===== src/rtl/pe_pkg.sv =====
// Shared constants, result type and the saturating adder for the pe_dbuf processing element.
package pe_pkg;

   localparam int PIPE_MIN = 1;
   localparam int PIPE_MAX = 3;
   localparam int MAX_BW   = 64;

   typedef struct packed {
      logic              ovf;
      logic [MAX_BW-1:0] sum;
   } sat_res_t;

   function automatic bit cfg_ok(input int mul_bw, input int add_bw, input int pipe);
      return (add_bw >= 2 * mul_bw) && (add_bw < MAX_BW) &&
             (pipe >= PIPE_MIN) && (pipe <= PIPE_MAX);
   endfunction

   // Operands arrive already extended to MAX_BW, so the 64-bit sum is exact;
   // overflow is judged against a bw-bit result and only the low bw bits matter.
   function automatic sat_res_t sat_add(input logic [MAX_BW-1:0] a,
                                        input logic [MAX_BW-1:0] b,
                                        input int                bw,
                                        input bit                sgn,
                                        input bit                sat);
      logic [MAX_BW-1:0] sum;
      logic [MAX_BW-1:0] hi_mask;
      logic [MAX_BW-1:0] sgn_mask;
      logic [MAX_BW-1:0] top_bits;
      logic [MAX_BW-1:0] umax;
      logic [MAX_BW-1:0] smax;
      sat_res_t          r;
      sum      = a + b;
      hi_mask  = {MAX_BW{1'b1}} << bw;
      sgn_mask = {MAX_BW{1'b1}} << (bw - 1);
      umax     = ~hi_mask;
      smax     = umax >> 1;
      top_bits = sum & sgn_mask;
      r.sum    = sum;
      r.ovf    = 1'b0;
      if (sgn) begin
         r.ovf = (top_bits != '0) && (top_bits != sgn_mask);
         if (r.ovf && sat) r.sum = sum[MAX_BW-1] ? ~smax : smax;
      end else begin
         r.ovf = |(sum & hi_mask);
         if (r.ovf && sat) r.sum = umax;
      end
      return r;
   endfunction

endpackage


===== src/rtl/pe_dbuf_if.sv =====
// Handshake and data bundle for one systolic cell: activation/psum, weight chain and outputs.
interface pe_dbuf_if #(
   parameter int MUL_BW = 16,
   parameter int ADD_BW = 32
);
   logic              i_valid;
   logic [MUL_BW-1:0] i_left;
   logic [ADD_BW-1:0] i_top;
   logic              i_swap;
   logic              i_wload;
   logic [MUL_BW-1:0] i_wtop;
   logic              i_clr_ovf;
   logic [MUL_BW-1:0] o_right;
   logic              o_right_valid;
   logic              o_swap;
   logic [ADD_BW-1:0] o_bot;
   logic              o_bot_valid;
   logic [MUL_BW-1:0] o_wbot;
   logic              o_wload;
   logic              o_ovf;

   modport master (
      output i_valid, i_left, i_top, i_swap, i_wload, i_wtop, i_clr_ovf,
      input  o_right, o_right_valid, o_swap, o_bot, o_bot_valid, o_wbot, o_wload, o_ovf
   );

   modport slave (
      input  i_valid, i_left, i_top, i_swap, i_wload, i_wtop, i_clr_ovf,
      output o_right, o_right_valid, o_swap, o_bot, o_bot_valid, o_wbot, o_wload, o_ovf
   );
endinterface


===== src/rtl/pe_mac_pipe.sv =====
// Multiply / extend / add / saturate datapath with 1..3 register stages and a matching valid chain.
module pe_mac_pipe
   import pe_pkg::*;
#(
   parameter int MUL_BW = 16,
   parameter int ADD_BW = 32,
   parameter int PIPE   = 1,
   parameter int SIGNED = 1,
   parameter int SAT    = 1
) (
   input  logic              clk,
   input  logic              rst,
   input  logic              valid,
   input  logic [MUL_BW-1:0] act,
   input  logic [MUL_BW-1:0] wgt,
   input  logic [ADD_BW-1:0] psum,
   output logic [ADD_BW-1:0] bot,
   output logic              bot_valid,
   output logic              ovf_set
);

   logic [2*MUL_BW-1:0] act_x, wgt_x, prod_c;
   logic [2*MUL_BW-1:0] prod_a;
   logic [ADD_BW-1:0]   psum_a;
   logic                v_a;
   logic [MAX_BW-1:0]   prod_x, psum_x;
   sat_res_t            res_c;
   logic [ADD_BW-1:0]   sum_b;
   logic                ovf_b, v_b;
   logic                unused_res_hi;

   always_comb begin
      if (SIGNED != 0) begin
         act_x = {{MUL_BW{act[MUL_BW-1]}}, act};
         wgt_x = {{MUL_BW{wgt[MUL_BW-1]}}, wgt};
      end else begin
         act_x = {{MUL_BW{1'b0}}, act};
         wgt_x = {{MUL_BW{1'b0}}, wgt};
      end
      prod_c = act_x * wgt_x;
   end

   if (PIPE >= 2) begin : g_mul_reg
      always_ff @(posedge clk or posedge rst) begin
         if (rst) begin
            prod_a <= '0;
            psum_a <= '0;
            v_a    <= 1'b0;
         end else begin
            v_a <= valid;
            if (valid) begin
               prod_a <= prod_c;
               psum_a <= psum;
            end
         end
      end
   end else begin : g_mul_comb
      assign prod_a = prod_c;
      assign psum_a = psum;
      assign v_a    = valid;
   end

   always_comb begin
      if (SIGNED != 0) begin
         prod_x = {{(MAX_BW-2*MUL_BW){prod_a[2*MUL_BW-1]}}, prod_a};
         psum_x = {{(MAX_BW-ADD_BW){psum_a[ADD_BW-1]}}, psum_a};
      end else begin
         prod_x = {{(MAX_BW-2*MUL_BW){1'b0}}, prod_a};
         psum_x = {{(MAX_BW-ADD_BW){1'b0}}, psum_a};
      end
      res_c = sat_add(prod_x, psum_x, ADD_BW, SIGNED != 0, SAT != 0);
   end

   assign unused_res_hi = ^res_c.sum[MAX_BW-1:ADD_BW];

   always_ff @(posedge clk or posedge rst) begin
      if (rst) begin
         sum_b <= '0;
         ovf_b <= 1'b0;
         v_b   <= 1'b0;
      end else begin
         v_b <= v_a;
         if (v_a) begin
            sum_b <= res_c.sum[ADD_BW-1:0];
            ovf_b <= res_c.ovf;
         end
      end
   end

   // ovf_set is taken at the input of the last register so the sticky flag
   // rises on the same edge the offending result lands on bot.
   if (PIPE == 3) begin : g_out_reg
      logic [ADD_BW-1:0] sum_c;
      logic              v_c;
      always_ff @(posedge clk or posedge rst) begin
         if (rst) begin
            sum_c <= '0;
            v_c   <= 1'b0;
         end else begin
            v_c <= v_b;
            if (v_b) sum_c <= sum_b;
         end
      end
      assign bot       = sum_c;
      assign bot_valid = v_c;
      assign ovf_set   = v_b & ovf_b;
   end else begin : g_no_out_reg
      logic unused_ovf_b;
      assign unused_ovf_b = ovf_b;
      assign bot          = sum_b;
      assign bot_valid    = v_b;
      assign ovf_set      = v_a & res_c.ovf;
   end

endmodule


===== src/rtl/pe_dbuf.sv =====
// Weight-stationary PE with shadow/active weight registers; swap travels right with the data.
module pe_dbuf
   import pe_pkg::*;
#(
   parameter int MUL_BW = 16,
   parameter int ADD_BW = 32,
   parameter int PIPE   = 1,
   parameter int SIGNED = 1,
   parameter int SAT    = 1
) (
   input logic      clk,
   input logic      rst,
   pe_dbuf_if.slave bus
);

   if (!cfg_ok(MUL_BW, ADD_BW, PIPE)) begin : g_cfg_err
      $error("pe_dbuf: illegal MUL_BW/ADD_BW/PIPE combination");
   end

   logic [MUL_BW-1:0] w_shadow, w_active, w_sel;
   logic              ovf_set;

   // A swap applies to the data of its own cycle, hence the bypass from shadow.
   assign w_sel = bus.i_swap ? w_shadow : w_active;

   always_ff @(posedge clk or posedge rst) begin
      if (rst) begin
         w_shadow <= '0;
         w_active <= '0;
      end else begin
         if (bus.i_wload) w_shadow <= bus.i_wtop;
         if (bus.i_swap)  w_active <= w_shadow;
      end
   end

   always_ff @(posedge clk or posedge rst) begin
      if (rst) begin
         bus.o_right       <= '0;
         bus.o_right_valid <= 1'b0;
         bus.o_swap        <= 1'b0;
         bus.o_wbot        <= '0;
         bus.o_wload       <= 1'b0;
      end else begin
         bus.o_right       <= bus.i_left;
         bus.o_right_valid <= bus.i_valid;
         bus.o_swap        <= bus.i_swap;
         bus.o_wbot        <= bus.i_wtop;
         bus.o_wload       <= bus.i_wload;
      end
   end

   always_ff @(posedge clk or posedge rst) begin
      if (rst)               bus.o_ovf <= 1'b0;
      else if (ovf_set)      bus.o_ovf <= 1'b1;
      else if (bus.i_clr_ovf) bus.o_ovf <= 1'b0;
   end

   pe_mac_pipe #(
      .MUL_BW (MUL_BW),
      .ADD_BW (ADD_BW),
      .PIPE   (PIPE),
      .SIGNED (SIGNED),
      .SAT    (SAT)
   ) u_mac (
      .clk       (clk),
      .rst       (rst),
      .valid     (bus.i_valid),
      .act       (bus.i_left),
      .wgt       (w_sel),
      .psum      (bus.i_top),
      .bot       (bus.o_bot),
      .bot_valid (bus.o_bot_valid),
      .ovf_set   (ovf_set)
   );

endmodule


===== src/flat_wrapper.sv =====
// flat-port wrapper written by rule: the top's interface ports become plain ports
module pe_dbuf_flat import pe_pkg::*;
#(
   parameter int MUL_BW = 16,
   parameter int ADD_BW = 32,
   parameter int PIPE   = 1,
   parameter int SIGNED = 1,
   parameter int SAT    = 1
)
  (clk, rst, bus_i_valid, bus_i_left, bus_i_top, bus_i_swap, bus_i_wload, bus_i_wtop, bus_i_clr_ovf, bus_o_right, bus_o_right_valid, bus_o_swap, bus_o_bot, bus_o_bot_valid, bus_o_wbot, bus_o_wload, bus_o_ovf);
  pe_dbuf_if #(.MUL_BW(MUL_BW), .ADD_BW(ADD_BW)) bus_i ();
  input logic clk;
  input logic rst;
  input wire logic [$bits(bus_i.i_valid)-1:0] bus_i_valid;
  input wire logic [$bits(bus_i.i_left)-1:0] bus_i_left;
  input wire logic [$bits(bus_i.i_top)-1:0] bus_i_top;
  input wire logic [$bits(bus_i.i_swap)-1:0] bus_i_swap;
  input wire logic [$bits(bus_i.i_wload)-1:0] bus_i_wload;
  input wire logic [$bits(bus_i.i_wtop)-1:0] bus_i_wtop;
  input wire logic [$bits(bus_i.i_clr_ovf)-1:0] bus_i_clr_ovf;
  output wire logic [$bits(bus_i.o_right)-1:0] bus_o_right;
  output wire logic [$bits(bus_i.o_right_valid)-1:0] bus_o_right_valid;
  output wire logic [$bits(bus_i.o_swap)-1:0] bus_o_swap;
  output wire logic [$bits(bus_i.o_bot)-1:0] bus_o_bot;
  output wire logic [$bits(bus_i.o_bot_valid)-1:0] bus_o_bot_valid;
  output wire logic [$bits(bus_i.o_wbot)-1:0] bus_o_wbot;
  output wire logic [$bits(bus_i.o_wload)-1:0] bus_o_wload;
  output wire logic [$bits(bus_i.o_ovf)-1:0] bus_o_ovf;
  assign bus_i.i_valid = bus_i_valid;
  assign bus_i.i_left = bus_i_left;
  assign bus_i.i_top = bus_i_top;
  assign bus_i.i_swap = bus_i_swap;
  assign bus_i.i_wload = bus_i_wload;
  assign bus_i.i_wtop = bus_i_wtop;
  assign bus_i.i_clr_ovf = bus_i_clr_ovf;
  assign bus_o_right = bus_i.o_right;
  assign bus_o_right_valid = bus_i.o_right_valid;
  assign bus_o_swap = bus_i.o_swap;
  assign bus_o_bot = bus_i.o_bot;
  assign bus_o_bot_valid = bus_i.o_bot_valid;
  assign bus_o_wbot = bus_i.o_wbot;
  assign bus_o_wload = bus_i.o_wload;
  assign bus_o_ovf = bus_i.o_ovf;
  pe_dbuf #(.MUL_BW(MUL_BW), .ADD_BW(ADD_BW), .PIPE(PIPE), .SIGNED(SIGNED), .SAT(SAT)) u_core (.clk(clk), .rst(rst), .bus(bus_i));
endmodule

===== config.mk =====
export PLATFORM = sky130hd
export DESIGN_NAME = pe_dbuf_flat
export DESIGN_NICKNAME = d
export VERILOG_FILES = /design/src/rtl/pe_pkg.sv /design/src/rtl/pe_dbuf_if.sv /design/src/rtl/pe_mac_pipe.sv /design/src/rtl/pe_dbuf.sv /design/src/flat_wrapper.sv
export SDC_FILE = /design/constraint.sdc
export NUM_CORES = 1
export LEC_CHECK = 0
export BUFFER_PORTS_ARGS = -buffer_cell sky130_fd_sc_hd__buf_2
export CORE_UTILIZATION = 50
export CTS_BUF_LIST = sky130_fd_sc_hd__clkbuf_16
export DETAILED_ROUTE_END_ITERATION = 16
export PLACE_DENSITY_LB_ADDON = 0.08
export SETUP_SLACK_MARGIN = 0.2
export SYNTH_ARGS = -nofsm -noshare
export SYNTH_HDL_FRONTEND = slang
export SYNTH_SLANG_ARGS = --single-unit
export TNS_END_PERCENT = 100

===== constraint.sdc =====
create_clock -name clk -period 9.65 [get_ports clk]
set_input_delay 0.965 -clock clk [delete_from_list [all_inputs] [get_ports clk]]
set_output_delay 0.965 -clock clk [all_outputs]
set_load 0.02 [all_outputs]

Word level (Yosys, flattened, before mapping)
Index checks and enable logic that the tools add are counted.

Output and inout bits: 69. Flip-flop bits (word level): 100. Logic and storage cells: 21. Bits of input ports: 70.

Reductions and logical operators: 3. $mul: 1. Bitwise operators: 1. Equal/unequal tests: 1. Muxes and demuxes: 5. Add/subtract/negate cells: 1.

Operator list (count): 32-bit 2-to-1 mux (2); 64-bit nonzero test (1); 32-bit by 32-bit adder with 33-bit output (1); 33-bit inequality test (second input constant) (1); 16-bit by 16-bit multiplier with 32-bit output (1); 16-bit 2-to-1 mux (1); 1-bit 2-to-1 mux (2); 2-bit nonzero test (1); 1-bit AND (1); 1-bit logical AND (1).

Depth between registers and ports, before layout
Gate-level depths: netlist of the first run.

Depth in word-level cells: 7. Depth in mapped cells: 29. Mapped depth without buffers: 24.

Cells and area by module
Synthesis of the first run repeated with hierarchy kept, for this count alone.

Cell total of the unflattened synthesis: 1469. Area, all modules: 14754.2 um2.

Modules (own cells, without submodules): pe_mac_pipe (area each 12539.5 um2, instances 1, sequential area each 825.8 um2, cells an instance 1362); pe_dbuf (area each 2214.6 um2, instances 1, sequential area each 1701.6 um2, cells an instance 107).

Worst setup path before layout of the first run
No wires, ideal clock.

Path kind: input-to-reg. From: input bus_i_swap. To: register u_core.u_mac.sum_b[30], in the netlist u_core.u_mac.bot[30]. Buffers on the path: 3. Library setup time: 120 ps. Cell stages on the path: 25. Required time: 9530 ps. Arrival: 7912 ps. Path slack: 1619 ps. Cell sequence: clkbuf_1 > buf_1 > mux2_2 > clkbuf_1 > nand2_1 > inv_1 > fa_1 > inv_1 > fa_1 > inv_1 > fa_1 > fa_1 > fa_1 > inv_1 > fa_1 > inv_1 > ha_1 > and4_4 > and2_4 > a221oi_2 > o221ai_1 > o31ai_1 > nand3_1 > a32o_1 > a31o_1.

Longest elaborated chain between the ends: 6. Elaborated cells on any way between the ends: 8. Those cells by class: add/sub (1); mul (1); eq/ne (1); mux (3); reduce/logical (2).

RTL lines: start, declared (line flat_wrapper.sv:17) `input wire logic [$bits(bus_i.i_swap)-1:0] bus_i_swap;`; 16-bit 2-to-1 mux (*); via u_core.u_mac.wgt[2] (line pe_mac_pipe.sv:15) `input logic [MUL_BW-1:0] wgt,`; 16-bit by 16-bit multiplier with 32-bit output (*) (line pe_mac_pipe.sv:40) `prod_c = act_x * wgt_x;`; 32-bit by 32-bit adder with 33-bit output (*) (line pe_pkg.sv:32) `sum = a + b;`; 33-bit inequality test / 64-bit nonzero test (equally long branches) (line pe_pkg.sv:41) `r.ovf = (top_bits != '0) && (top_bits != sgn_mask);`; 1-bit logical AND (line pe_pkg.sv:41); 32-bit 2-to-1 mux (*) (line pe_pkg.sv:42) `if (r.ovf && sat) r.sum = sum[MAX_BW-1] ? ~smax : smax;`; end signal, assigned (line pe_mac_pipe.sv:84) `sum_b <= res_c.sum[ADD_BW-1:0];`; end, declared (line pe_mac_pipe.sv:28) `logic [ADD_BW-1:0] sum_b;`.

The timed path passes the listed nets; every way through them passes the cells marked *. A chain may end at the register's enable or synchronous reset.

Worst setup path in the final report of the first run
From: input bus_i_swap. To: register u_core.u_mac.sum_b[17], in the netlist u_core.u_mac.bot[17].

Longest elaborated chain between the ends: 6. Elaborated cells on any way between the ends: 8. Those cells by class: add/sub (1); mul (1); eq/ne (1); mux (3); reduce/logical (2).

RTL lines (line): 16-bit 2-to-1 mux (*); 16-bit by 16-bit multiplier with 32-bit output (*) (pe_mac_pipe.sv:40); 32-bit by 32-bit adder with 33-bit output (*) (pe_pkg.sv:32); 33-bit inequality test / 64-bit nonzero test (equally long branches) (pe_pkg.sv:41); 1-bit logical AND (pe_pkg.sv:41); 32-bit 2-to-1 mux (*) (pe_pkg.sv:42).

Mark *: on every way between the ends. The rest lies on a longest branch, timed or not.

==> results of run 1 <==
-- worst paths after layout --
path,start,to,slack (ps),depth (start not counted)
setup / recovery,bus_i_swap,u_core.u_mac.bot[17],1210,23
setup reg to reg,u_core.w_shadow[1],u_core.u_mac.bot[17],1880,22
hold reg to reg,u_core.u_mac.bot[20],u_core.u_mac.bot[20],480,1
max in group asynchronous,rst,u_core.w_active[12],7860,3
hold / removal,u_core.u_mac.bot[20],u_core.u_mac.bot[20],480,1
min in group asynchronous,rst,u_core.bus.o_right[1],620,2
-- critical path, delay by kind of cell --
family / cells / cell delay [ps]
multiplexers: 1 / 540
AND/OR/NAND/NOR: 5 / 730
buffers and inverters: 6 / 940
adder cells (fa/ha/maj): 7 / 3620
AO/OA/AOI/OAI: 4 / 1850
-- cells by family after synthesis --
kind of cell               Yosys count  synth area share
adders and majority gates          400             0.484
buffers and inverters              410             0.105
AOI/OAI and AO/OA                  173            0.0881
xor gates and xnor gates            34            0.0204
muxes                               34            0.0254
and+or+nand+nor                    329             0.110
DFF                                100             0.167
-- registers in the layout, indices dropped and copies added, names as in the netlist --
register,count
u_core.bus.o_ovf,1
u_core.bus.o_right,16
u_core.bus.o_right_valid,1
u_core.bus.o_swap,1
u_core.bus.o_wbot,16
u_core.bus.o_wload,1
u_core.u_mac.bot,32
u_core.w_active,16
u_core.w_shadow,16
-- layout make-up --
type	count	area (um^2)
clock buffers	9	225
clock inverters	7	42.5
fillers	2772	13400
inverters	353	1330
multi-input cells	970	10900
flip-flops and latches	100	2500
well taps	390	488
repair buffers	142	721
-- per-layer routing --
| layer | up-vias | routed length, um | track usage |
|---|---|---|---|
| li1 | 4730 | - | - |
| met2 | 248 | 17700 | 0.410 |
| met3 | 40 | 1660 | 0.0403 |
| met4 | 0 | 680 | 0.0667 |
| met1 | 5380 | 14900 | 0.332 |
| met5 | - | 0 | 0 |
-- stage by stage --
stage	util	cells
after floorplan	-	1480
after global placement	0.539	1955
after detailed placement	0.539	1955
after CTS	0.548	1971
after global routing	0.548	1971
final	0.548	1971
-- cells in the mapped netlist, types with 19 or more instances --
cell       number
o2bb2ai_1      19
ha_1          101
xnor2_1        24
nor2b_1        19
fa_1          299
a21oi_1        24
mux2_2         32
dfrtp_1       100
nor2_1         28
clkbuf_1       40
a31oi_1        21
o21ai_0        23
inv_1         352
and2_1        100
nand2_1       140
==> reports/results.txt, run 1 <==
Initial antenna violation count: 0
Final WS setup: 1210 ps
Yosys warning count: 0
Min cycle time layout: 8440 ps
CP max stage delay: 860 ps
Max Fclk: 0.119 GHz
# diodes: 0
Die width: 175 um
Final WL: 34900 um
Sequential area share after synthesis: 0.167
Yosys top cell area share: 0.400
Cell taking the most area after synthesis: fa_1
Critical path required time: 9870 ps
Most common cell on crit path: fa_1
Worst-Margin Slew: 1020 ps
Synth top area cells: fa_1, dfrtp_1, inv_1
Vias in the first global route: 10.9k
Post-DRT Antenna Nets: 0
Post-synth EDFFs: 0
PortBufs: 138
Vias per inst: 5.28
Final setup fails: 0
CP Capture Type: flop
Syn Area/Cell: 10.1 um^2
Hold Vio Cnt, Final: 0
Number of synthesized register bits: 100
TritonCTS Buffers: 9
I/O pin count: 139
CTS tree: done
Commonest non-fill, non-tap cell in the layout: inv_1
Pre-CTS WS: 859 ps
Via total after detailed routing: 10.4k
Clk root buf: clkbuf_16
CTS hold repair buffers: 0
Hold WC Path Type: reg2reg
Syn Nets: 1950
DRC: 2
DR WL/cell: 17.7 um
Setup Buffers After CTS: 0
Synth unique cells: 67
Critical-path cell list: buf_2, mux2_2, nand2_1, inv_1, fa_1, inv_1, fa_1, inv_1, fa_1, fa_1, fa_1, inv_1, fa_1, inv_1, ha_1, nand2_1, nor2_1, and4_1, nor2_1, a21oi_1, a21oi_1, o31ai_4, o2bb2ai_1
Htree depth: 3
WP data arrival: 8660 ps
Fin. max-slew vios: 0
Max-cap viol count: 0
Synth Instances: 1480
Most frequent cells in the layout: inv_1, fa_1, nand2_1, buf_2, ha_1
Slowest CP cell: o31ai_4
Crit-path max FO: 17
Setup TNS: 0 ps
HPWL Detailed: 28500 um
Final setup skew: 12.8 ps
Total gr overflow: 0
Mapped Area: 15000 um^2
Clock-pin transition on the worst setup and hold timing paths: 60 ps
Violations in the final reports: DRC
Async S/R FF share, synth: 1.00
Initial DRC count: 503
Worst Setup Start Kind: primary input
Die ar.: 30700 um^2
Clock sink count: 100
Die height: 175 um
Final Wtd Congestion: 0.893
Worst-Skew Late Latency: 380 ps
CTS max path bufs: 2
Share of layout cells above drive strength 1: 0.138
Unrepaired setup endpoints after global routing: false
Area of the core: 29600 um^2
Post-DP Area: 15900 um^2
Total GRT Usage: 0.246
Post-layout nets: 2046
Area Overhead vs Synth: 8.17%
Critical path class: in2reg
Tcrit/Tclk final: 0.874
Initial Utilization: 0.507
Run status: finished with violations
Non-Filler Cell Area, Final: 16200 um^2
Row count: 63
Synth Flop Type: dfrtp_1
Initial DRT Pass Iterations: 11
Hold WS: 484 ps
Gates resized, CTS repair: 0
Relative max-transition margin: 0.318
First-pass GRT wire length: 57600 um
Pin count of the biggest net entering global routing: 60
Power of run 1 is not shown: default switching activity piles up to over one toggle a cycle in this logic, so the estimate is an artifact.
==> inputs of run 2 (changes only) <==
--- a/config.mk
+++ b/config.mk
@@ -10,6 +10,7 @@
 export CTS_BUF_LIST = sky130_fd_sc_hd__clkbuf_16
 export DETAILED_ROUTE_END_ITERATION = 16
 export PLACE_DENSITY_LB_ADDON = 0.08
+export RECOVER_POWER = 50
 export SETUP_SLACK_MARGIN = 0.2
 export SYNTH_ARGS = -nofsm -noshare
 export SYNTH_HDL_FRONTEND = slang
==> constraint.sdc (replaced) <==
create_clock -name clk -period 8.7 [get_ports clk]
set_input_delay 0.87 -clock clk [delete_from_list [all_inputs] [get_ports clk]]
set_output_delay 0.87 -clock clk [all_outputs]
set_load 0.02 [all_outputs]
==> run 2 against run 1 <==
  * The run ends with DRC, capacitance limit, slew limit left
  * Wire length shrank 0.77%
  * Cell count up 0.41%
  * Clock skew decreased by 1.7 ps
  * Setup slack got worse by 400 ps
  * Critical endpoint is now u_core.u_mac.bot[30]
  * Count of clock-buffer cells in the layout unchanged
  * Sequential share of layout area about the same
  * Die area unchanged
  * Core utilization up 0.072 points
==> reports/results.txt, run 2 (synthesized netlist as in run 1, its figures left out) <==
Die ar.: 30700 um^2 (unchanged)
Tcrit/Tclk final: 0.907
DR WL/cell: 17.5 um (-1.2%)
HP Start: u_core.u_mac.bot[23]
Die width: 175 um (unchanged)
Gates resized, CTS repair: 0 (unchanged)
Final WL: 34600 um (-0.77%)
DRC: 2 (unchanged)
Share of layout cells above drive strength 1: 0.106 (-0.0315)
Area of the core: 29600 um^2 (unchanged)
Hold endpoint: u_core.u_mac.bot[23]
Cell Count Post-Placement: 1963 (+0.41%)
Initial DRT Pass Iterations: 13 (+2)
Setup TNS: 0 ps (unchanged)
Critical path required time: 8960 ps (-910 ps)
Initial antenna violation count: 0 (unchanged)
Clock sink count: 100 (unchanged)
Total GRT Usage: 0.248 (+0.00196)
Vias per inst: 5.29 (+0.22%)
Total gr overflow: 0 (unchanged)
Relative max-transition margin: -0.365 (-0.683)
First-pass GRT wire length: 58900 um (+2.3%)
HPWL Detailed: 28500 um (about the same)
Pin count of the biggest net entering global routing: 60 (unchanged)
Unrepaired setup endpoints after global routing: false
Run status: finished with violations
Setup Buffers After CTS: 0 (unchanged)
Initial Utilization: 0.507 (unchanged)
CP Capture Type: flop
TritonCTS Buffers: 9 (unchanged)
Htree depth: 3 (unchanged)
Hold WC Path Type: reg2reg
Worst Reg-to-Reg Cells: 22 (unchanged)
Die height: 175 um (unchanged)
Min cycle time layout: 7890 ps
Via total after detailed routing: 10.5k (+0.63%)
Hold path cells: 1 (unchanged)
Area Overhead vs Synth: 8.31%
Count of non-filler cells in the finished layout: 1979 (+0.41%)
Final core occ: 0.549 (+0.000719)
Final setup fails: 0 (unchanged)
Max Fclk: 0.127 GHz
Final Wtd Congestion: 0.875 (-2.0%)
Worst-Skew Late Latency: 370 ps (about the same)
Crit-path max FO: 12 (-5)
Violations in the final reports: DRC, capacitance limit, slew limit
Initial DRC count: 564 (+12%)
FF-to-FF setup slack: 1280 ps (-600 ps)
Clk root buf: clkbuf_16
Fin. max-slew vios: 43 (+43)
Post-layout nets: 2054 (+0.39%)
Row count: 63 (unchanged)
Most frequent cells in the layout: inv_1, fa_1, nand2_1, ha_1
Clock-pin transition on the worst setup and hold timing paths: 80 ps (+20 ps)
Critical path class: in2reg
I/O pin count: 139 (unchanged)
Max-cap viol count: 1 (+1)
# diodes: 0 (unchanged)
Final setup skew: 11.0 ps (-1.75 ps)
PortBufs: 138 (unchanged)
Worst R2R End: u_core.u_mac.bot[30]
Commonest non-fill, non-tap cell in the layout: inv_1
Worst-Margin Slew: 2040 ps (+1010 ps)
CTS max path bufs: 2 (unchanged)
WP data arrival: 8150 ps (-510 ps)
CTS hold repair buffers: 0 (unchanged)
Origin of the critical flop-to-flop path: u_core.w_shadow[1]
Max reg flops: 32 (unchanged)
CTS tree: done
Hold Vio Cnt, Final: 0 (unchanged)
Vias in the first global route: 11.2k (+3.2%)
Post-DRT Antenna Nets: 0 (unchanged)
Worst Setup Start Kind: primary input
run 2: per-layer routing:
metal	share of wire	up-vias	track usage
met1	0.43	5409	0.340
li1	-	4754	-
met4	0.016	0	0.0594
met2	0.51	260	0.421
met5	0	-	0
met3	0.041	40	0.0270
run 2: worst max-delay path by stage:
stage | to | start | slack [ps]
finish | u_core.u_mac.bot[30] | bus_i_swap | 810
global route | u_core.u_mac.bot[5] | bus_i_swap | 250
CTS | u_core.u_mac.bot[30] | bus_i_swap | 980
detailed placement | u_core.u_mac.bot[30] | bus_i_swap | 620
global placement | u_core.u_mac.bot[30] | bus_i_swap | 710
floorplan | u_core.u_mac.bot[30] | bus_i_swap | 760
run 2: worst max-delay path: stages:
cell      delay (ps)
buf_2            200
clkbuf_1         460
mux2_2           460
nand2_1          200
fa_1             610
inv_1            130
fa_1             680
inv_1            130
fa_1             530
inv_1             60
fa_1             460
fa_1             520
inv_1             60
fa_1             480
inv_1             50
ha_1             370
nand3_1          200
o211ai_1         120
or4_1            500
o211ai_2         120
xor2_1           490
o21ai_0          190
a31o_1           240
run 2: through the flow:
stage	cell area, um^2	setup WS (ps)	hold slack (ps)
final	16200	810	488
after global placement	16000	711	464
after global routing	16200	253	507
after CTS	16300	984	491
after floorplan	15000	764	475
after detailed placement	16000	623	472
run 2: cell type report:
class / count / area [um^2]
clock buffer: 9 / 225
clock inverter: 7 / 73.8
fill: 2740 / 13300
inverter: 353 / 1330
multi-input combinational: 970 / 10900
sequential: 100 / 2500
tap: 390 / 488
timing repair buffer: 150 / 712
Power of run 2 is left out for the same reason.
